==> src/rtl/paddle_key_decoder.sv <==
// PS/2 key events to registered paddle, pause and serve controls.
// Optional KEY_WATCHDOG_EN clears held keys after WDOG_CYCLES idle clocks.
module paddle_key_decoder #(
  parameter logic [15:0] KEY_P1_UP   = 16'hE027,
  parameter logic [15:0] KEY_P1_DN   = 16'hE01F,
  parameter logic [15:0] KEY_P2_UP   = 16'hE075,
  parameter logic [15:0] KEY_P2_DN   = 16'hE072,
  parameter logic [15:0] KEY_PAUSE   = 16'h004D,
  parameter logic [15:0] KEY_SERVE   = 16'h005A,
  parameter int unsigned WDOG_CYCLES = 50_000_000
) (
  input  logic        clk,
  input  logic        rst_b,
  input  logic [15:0] scan_code,
  input  logic        finished,
  input  logic        break_code,
  output logic        p1_up,
  output logic        p1_down,
  output logic        p2_up,
  output logic        p2_down,
  output logic        paused,
  output logic        serve,
  output logic [7:0]  last_key
);

  // player state packed as {held_up, held_dn, pri}
  function automatic logic [2:0] trk(
    input logic [2:0] s,
    input logic       up_k,
    input logic       dn_k,
    input logic       brk
  );
    logic u, d, p;
    {u, d, p} = s;
    if (up_k) begin
      if (!brk) begin
        if (!u) begin
          u = 1'b1;
          p = 1'b0;
        end
      end else if (u) begin
        u = 1'b0;
        if (d) p = 1'b1;
      end
    end
    if (dn_k) begin
      if (!brk) begin
        if (!d) begin
          d = 1'b1;
          p = 1'b1;
        end
      end else if (d) begin
        d = 1'b0;
        if (u) p = 1'b0;
      end
    end
    return {u, d, p};
  endfunction

  logic [2:0] p1_q, p1_d, p2_q, p2_d;
  logic       paused_q, paused_d;
  logic       pause_held_q, pause_held_d;
  logic       serve_held_q, serve_held_d;
  logic       serve_q, serve_d;
  logic [7:0] last_key_q, last_key_d;
  logic [3:0] dir_q, dir_d;
  logic k_p1u, k_p1d, k_p2u, k_p2d, k_pau, k_srv, k_any;

`ifdef KEY_WATCHDOG_EN
  localparam int WdW = $clog2(WDOG_CYCLES + 1);
  localparam logic [WdW-1:0] WdMax = WdW'(WDOG_CYCLES);
  logic [WdW-1:0] wd_cnt_q, wd_cnt_d;
`else
  logic unused_wdog;
  assign unused_wdog = (WDOG_CYCLES == 0);
`endif

  always_comb begin
    k_p1u = (scan_code == KEY_P1_UP);
    k_p1d = (scan_code == KEY_P1_DN);
    k_p2u = (scan_code == KEY_P2_UP);
    k_p2d = (scan_code == KEY_P2_DN);
    k_pau = (scan_code == KEY_PAUSE);
    k_srv = (scan_code == KEY_SERVE);
    k_any = k_p1u | k_p1d | k_p2u | k_p2d | k_pau | k_srv;

    p1_d = trk(p1_q, finished & k_p1u, finished & k_p1d, break_code);
    p2_d = trk(p2_q, finished & k_p2u, finished & k_p2d, break_code);

    paused_d     = paused_q;
    pause_held_d = pause_held_q;
    if (finished && k_pau) begin
      if (!break_code) begin
        if (!pause_held_q) begin
          paused_d     = !paused_q;
          pause_held_d = 1'b1;
        end
      end else begin
        pause_held_d = 1'b0;
      end
    end

    serve_d      = 1'b0;
    serve_held_d = serve_held_q;
    if (finished && k_srv) begin
      if (!break_code) begin
        serve_d      = !serve_held_q && !paused_q;
        serve_held_d = 1'b1;
      end else begin
        serve_held_d = 1'b0;
      end
    end

    last_key_d = last_key_q;
    if (finished && !break_code && k_any) last_key_d = scan_code[7:0];

`ifdef KEY_WATCHDOG_EN
    if (finished) wd_cnt_d = '0;
    else if (wd_cnt_q == WdMax) wd_cnt_d = wd_cnt_q;
    else wd_cnt_d = wd_cnt_q + 1'b1;
    // a lost break code would otherwise pin a paddle forever
    if (!finished && wd_cnt_d == WdMax) begin
      p1_d         = 3'b000;
      p2_d         = 3'b000;
      pause_held_d = 1'b0;
      serve_held_d = 1'b0;
    end
`endif

    dir_d[3] = !paused_d & p1_d[2] & (!p1_d[1] | !p1_d[0]);
    dir_d[2] = !paused_d & p1_d[1] & (!p1_d[2] |  p1_d[0]);
    dir_d[1] = !paused_d & p2_d[2] & (!p2_d[1] | !p2_d[0]);
    dir_d[0] = !paused_d & p2_d[1] & (!p2_d[2] |  p2_d[0]);
  end

  always_ff @(posedge clk) begin
    if (!rst_b) begin
      p1_q         <= '0;
      p2_q         <= '0;
      paused_q     <= 1'b0;
      pause_held_q <= 1'b0;
      serve_held_q <= 1'b0;
      serve_q      <= 1'b0;
      last_key_q   <= '0;
      dir_q        <= '0;
    end else begin
      p1_q         <= p1_d;
      p2_q         <= p2_d;
      paused_q     <= paused_d;
      pause_held_q <= pause_held_d;
      serve_held_q <= serve_held_d;
      serve_q      <= serve_d;
      last_key_q   <= last_key_d;
      dir_q        <= dir_d;
    end
  end

`ifdef KEY_WATCHDOG_EN
  always_ff @(posedge clk) begin
    if (!rst_b) wd_cnt_q <= '0;
    else wd_cnt_q <= wd_cnt_d;
  end
`endif

  assign p1_up    = dir_q[3];
  assign p1_down  = dir_q[2];
  assign p2_up    = dir_q[1];
  assign p2_down  = dir_q[0];
  assign paused   = paused_q;
  assign serve    = serve_q;
  assign last_key = last_key_q;

endmodule

==> config.mk <==
export PLATFORM = sky130hd
export DESIGN_NAME = paddle_key_decoder
export DESIGN_NICKNAME = d
export VERILOG_FILES = /design/src/rtl/paddle_key_decoder.sv
export SDC_FILE = /design/constraint.sdc
export NUM_CORES = 1
export LEC_CHECK = 0
export ABC_AREA = 1
export CORE_UTILIZATION = 55
export CTS_BUF_LIST = sky130_fd_sc_hd__clkbuf_8
export CTS_CLUSTER_DIAMETER = 60
export DETAILED_ROUTE_END_ITERATION = 6
export GPL_ROUTABILITY_DRIVEN = 0
export GPL_TIMING_DRIVEN = 0
export PLACE_DENSITY_LB_ADDON = 0.08
export SKIP_CTS_REPAIR_TIMING = 1
export SLEW_MARGIN = 0
export SYNTH_ARGS = -nofsm -noshare
export SYNTH_HDL_FRONTEND = slang
export SYNTH_SLANG_ARGS = --single-unit
==> constraint.sdc <==
create_clock -name clk -period 2.7 [get_ports clk]
set_input_delay 0.405 -clock clk [delete_from_list [all_inputs] [get_ports clk]]
set_output_delay 0.405 -clock clk [all_outputs]
set_load 0.02 [all_outputs]
# Word level (Yosys, flattened, before mapping)
# Index checks and enable logic that the tools add are counted.
dict set report classes {
  eq_ne 6
  n_mux 28
  bitwise_logic 23
  mul 0
  n_reduce_logical 16
  n_shift 0
  order_cmp 0
  div 0
  addsub 0
}
# cell n
set op_table {}
lappend op_table {{$eq 16x16->1 const B} 4}
lappend op_table {{$eq 16x7->1 const B} 2}
lappend op_table {{$mux 1} 28}
lappend op_table {{$and 1x1->1} 12}
lappend op_table {{$logic_not 1->1} 10}
lappend op_table {{$or 1x1->1} 9}
lappend op_table {{$logic_and 1x1->1} 5}
lappend op_table {{$reduce_or 3->1} 1}
lappend op_table {{$not 1->1} 2}
dict set report totals {
  in_bits 20
  memories 0
  regBits 22
  rom_bits 0
  latchBits 0
  ram_bits 0
}

# Depth between registers and ports, before layout
dict set report depth {
  ltp_word 11
  mapped_depth 12
  depth_no_buf 12
}

# Worst setup path after synthesis
# Ideal clock, no wire load.
dict set report synth_path {
  kind {input port to flip-flop}
  start {in scan_code[11]}
  end {reg dir_q[3]}
  setup_time_ps 109
  required_time_ps 2591
  path_stages 11
  t_arrival_ps 1335
  setup_slack_ps 1256
  cell_sequence {nor2_2 > nand2_2 > nor2_4 > buf_6 > nand3_1 > nand2_1 > nand2_1 > nand2_1 > nand3_1 > nand2_1 > inv_1}
}
dict set report synth_between {
  elab_chain_len 10
  word_cells_on_any_way 21
  cone_classes {3 x eq/ne; 9 x mux; 5 x bitwise; 4 x reduce/logical}
}
# item line
set synth_rtl {}
lappend synth_rtl {{start: declaration} 14} ;# input logic [15:0] scan_code,
lappend synth_rtl {{$eq 16x16->1} 79} ;# k_p1u = (scan_code == KEY_P1_UP);
lappend synth_rtl {{$and 1x1->1} 87} ;# p1_d = trk(p1_q, finished & k_p1u, finished & k_p1d, break_code);
lappend synth_rtl {{$mux 1} 35} ;# if (up_k) begin
lappend synth_rtl {{$mux 1} 54} ;# if (u) p = 1'b0;
lappend synth_rtl {{$mux 1} 52} ;# end else if (d) begin
lappend synth_rtl {{$mux 1} 47} ;# if (!brk) begin
lappend synth_rtl {{$mux 1} 46} ;# if (dn_k) begin
lappend synth_rtl {{$logic_not 1->1} 130} ;# dir_d[3] = !paused_d & p1_d[2] & (!p1_d[1] | !p1_d[0]);
lappend synth_rtl {{$or 1x1->1} 130}
lappend synth_rtl {{$and 1x1->1 (*)} 130}
lappend synth_rtl {{end signal: assignment} 154} ;# dir_q <= dir_d;
lappend synth_rtl {{end: declaration} 66} ;# logic [3:0] dir_q, dir_d;
# Every way passes the cells marked *; elsewhere a longest branch is shown, timed or not.
# A chain may end at the register's enable or synchronous reset.

# Worst setup path after layout
dict set report layout_path {
  start {in scan_code[5]}
  end {reg last_key_q[7], in the netlist last_key[7]}
}
dict set report layout_between {
  elab_chain_len 7
  word_cells_on_any_way 12
  cone_classes {6 x eq/ne; 5 x bitwise; 1 x reduce/logical}
}
# item line
set layout_rtl {}
lappend layout_rtl {{$eq 16x16->1, on equally long branches} {79, 80}}
lappend layout_rtl {{$or 1x1->1 (4 in a row)} 85} ;# k_any = k_p1u | k_p1d | k_p2u | k_p2d | k_pau | k_srv;
lappend layout_rtl {{$or 1x1->1 (*)} 85}
lappend layout_rtl {{$logic_and 1x1->1 (*)} 115} ;# if (finished && !break_code && k_any) last_key_d = scan_code[7:0];
lappend layout_rtl {{end signal: assignment} 153} ;# last_key_q <= last_key_d;
lappend layout_rtl {{end: declaration} 65} ;# logic [7:0] last_key_q, last_key_d;
# Marks and branches as above.

==> out/metrics.csv <==
metric;value;unit
status;finished, final reports clean;
setup TNS;0;ns
drt drc;0;
io pins;34;
Max Root-Sink Buffers;2;
fillers;162;
Worst-path clk slew;0.09;ns
Vias;1438;
hpwl dp;2500;um
Die Width;52.30;um
Port-buffer cells;32;
antenna cells;0;
final number of setup-violating endpoints;0;
crit-path max cell delay;0.54;ns
cells along the critical path;clkdlybuf4s50_1, inv_1, nor2_1, nand2_1, nor2_4, nand2_1, nand2_1, nor2_2, nand2_4, buf_8, nand2_1, nand3_1, inv_1;
share of cells above drive strength 1;0.2033;
Slew Viols, Final;0;
std cell rows;17;
Placed Area;1747;um2
Worst Tran Pin Value;0.4873;ns
Avg Vias per Cell;5.248;
Final Non-Filler Cells;274;
critical path data arrival time;2.01;ns
fmax;0.5435;GHz
Hold WC Path Type;reg2reg;
Hold Slack;0.4479;ns
WHS Endpoint;serve;
fin util;0.7914;
Clock H-tree levels;1;
Synth warnings;0;
root buf cell;clkbuf_8;
cell area after synthesis;1391;um2
startpoint types;primary input;
antenna violations before repair;0;
CP required;2.87;ns
max-cap viol count;0;
Crit. path cell count;13;
Synth Instances;210;
Crit path max-delay family;buffers and inverters;
critical setup path kind;in2reg;
Mapped Avg Cell Area;6.625;um2
RSZ-0062 raised after global routing;no;
Core ar.;2297;um2
WHS Path Cells;1;
most frequent cells in the layout;nand2_1 (51), clkdlybuf4s50_1 (32), nor2_1 (28), dfxtp_1 (22), inv_1 (21);
share of the synthesized area in the top cell type;0.3165;
NumNets Final;267;
most frequent cell on the critical path;nand2_1;
sequential fraction of the synthesis area;0.3165;
final wirelength;3223;um
largest net degree at the start of global routing;14;
Overall Global Routing Usage;0.2647;
Slew HR;0.6739;
worst vdd ir;297.8;uV
crit path buf inv count;4;
crit path max-delay cell type;clkdlybuf4s50_1;
critical path peak fanout;10;
worst clock skew;0.005588;ns
Hold Vio Cnt, Final;0;
Remaining Overflow, GRT;0;
CTS Buf Count;3;
Design Area, Final;1818;um2
vias in the first global route;1304;
FF-to-FF setup slack;1.41;ns
P_leak;0.7854;nW
Synth cell types;25;
first-pass GRT wire length;5313;um
Final Cycle Share;0.6814;
Pre-Repair DR Iteration Count;4;
placed cell count;270;
full die area;2735;um2
Antenna Violating Nets Remaining;0;
hold_sp;serve_held_q;
Clk Latency, worst-skew pair;0.27;ns
Clock Sinks;22;
PwrDens;395.5;nW/um2
starting density of the core;0.6057;
Avg WL per Cell;11.76;um
ranking of synthesized cells by area;dfxtp_1 (32%), nand2_1 (14%), nor2_1 (7.6%);
Reg2Reg Depth;10;
CTS tree;done;
fin crit period;1.840;ns
most common cell after layout, fill and taps aside;nand2_1;
RR Endpoint;dir_q[3];
Synth Net Count;230;
Starting DRT DRC Count;35;
biggest area consumer among synthesized cells;dfxtp_1;
flop and latch count out of synthesis;22;
Area Overhead vs Synth;30.67;%
Worst R2R Start;paused;
Die Y;52.30;um
Worst Setup End Kind;register;
area by class of cell:
cell class,count,area [um2],area share
Clock buffer,3,41.29,0.02271
Buffer,6,53.80,0.02959
Tap cell,28,35.03,0.01927
Timing Repair Buffer,32,320.3,0.1762
Multi-Input combinational cell,155,795.8,0.4377
Sequential cell,22,440.4,0.2423
Inverter,27,101.3,0.05575
Clock inverter,1,30.03,0.01652
metrics by stage:
stage               total power (W)  setup WS (ns)
floorplan                 0.0003717          1.256
global placement          0.0004105         0.6821
detailed placement        0.0004129         0.6443
CTS                       0.0007219         0.9019
global route              0.0007422         0.6789
finish                    0.0007191         0.8602
worst max-delay path by stage:
stage / end / slack (ns) / startpoint
6_report: last_key[7] / 0.86 / scan_code[5]
3_5_place_dp: dir_q[3] / 0.64 / scan_code[3]
4_1_cts: last_key[6] / 0.90 / scan_code[5]
2_1_floorplan: dir_q[3] / 1.26 / scan_code[11]
5_1_grt: last_key[7] / 0.68 / scan_code[6]
3_3_place_gp: last_key[6] / 0.68 / scan_code[1]
flip-flops by register name (all words and copies together) (netlist names):
name and flops:
paused 1, pause_held_q 1, last_key 8, dir_q 4
serve 1, p2_q 3, serve_held_q 1, p1_q 3
power by group:
group / switching (W) / internal [W]
clock: 0.000115 / 0.000198
sequential: 0.00000000392 / 0.000324
combinational: 0.0000455 / 0.0000367
layer usage:
metal | up-vias | GRT usage | wire length (um)
met2 | 60 | 0.4979 | 1659
met3 | 5 | 0.04058 | 217
met1 | 637 | 0.2880 | 1310
met4 | 0 | 0.1096 | 35
met5 | - | 0 | 0
li1 | 736 | - | -
cells in the mapped netlist (all sizes together):
library cell and n:
a21oi 10, and2 1, and3 1, buf 5, clkbuf 1, dfxtp 22
inv 27, nand2 58, nand3 21, nand4 7, nor2 46, nor3 3
o21ai 8
cells by family after synthesis:
group | count (synthesis) | synth area share
flip-flops | 22 | 0.3165
AND/OR/NAND/NOR | 137 | 0.4883
AO/OA/AOI/OAI | 18 | 0.08363
buffers and inverters | 33 | 0.1115
No activity file was read; power rests on OpenSTA's default activity.
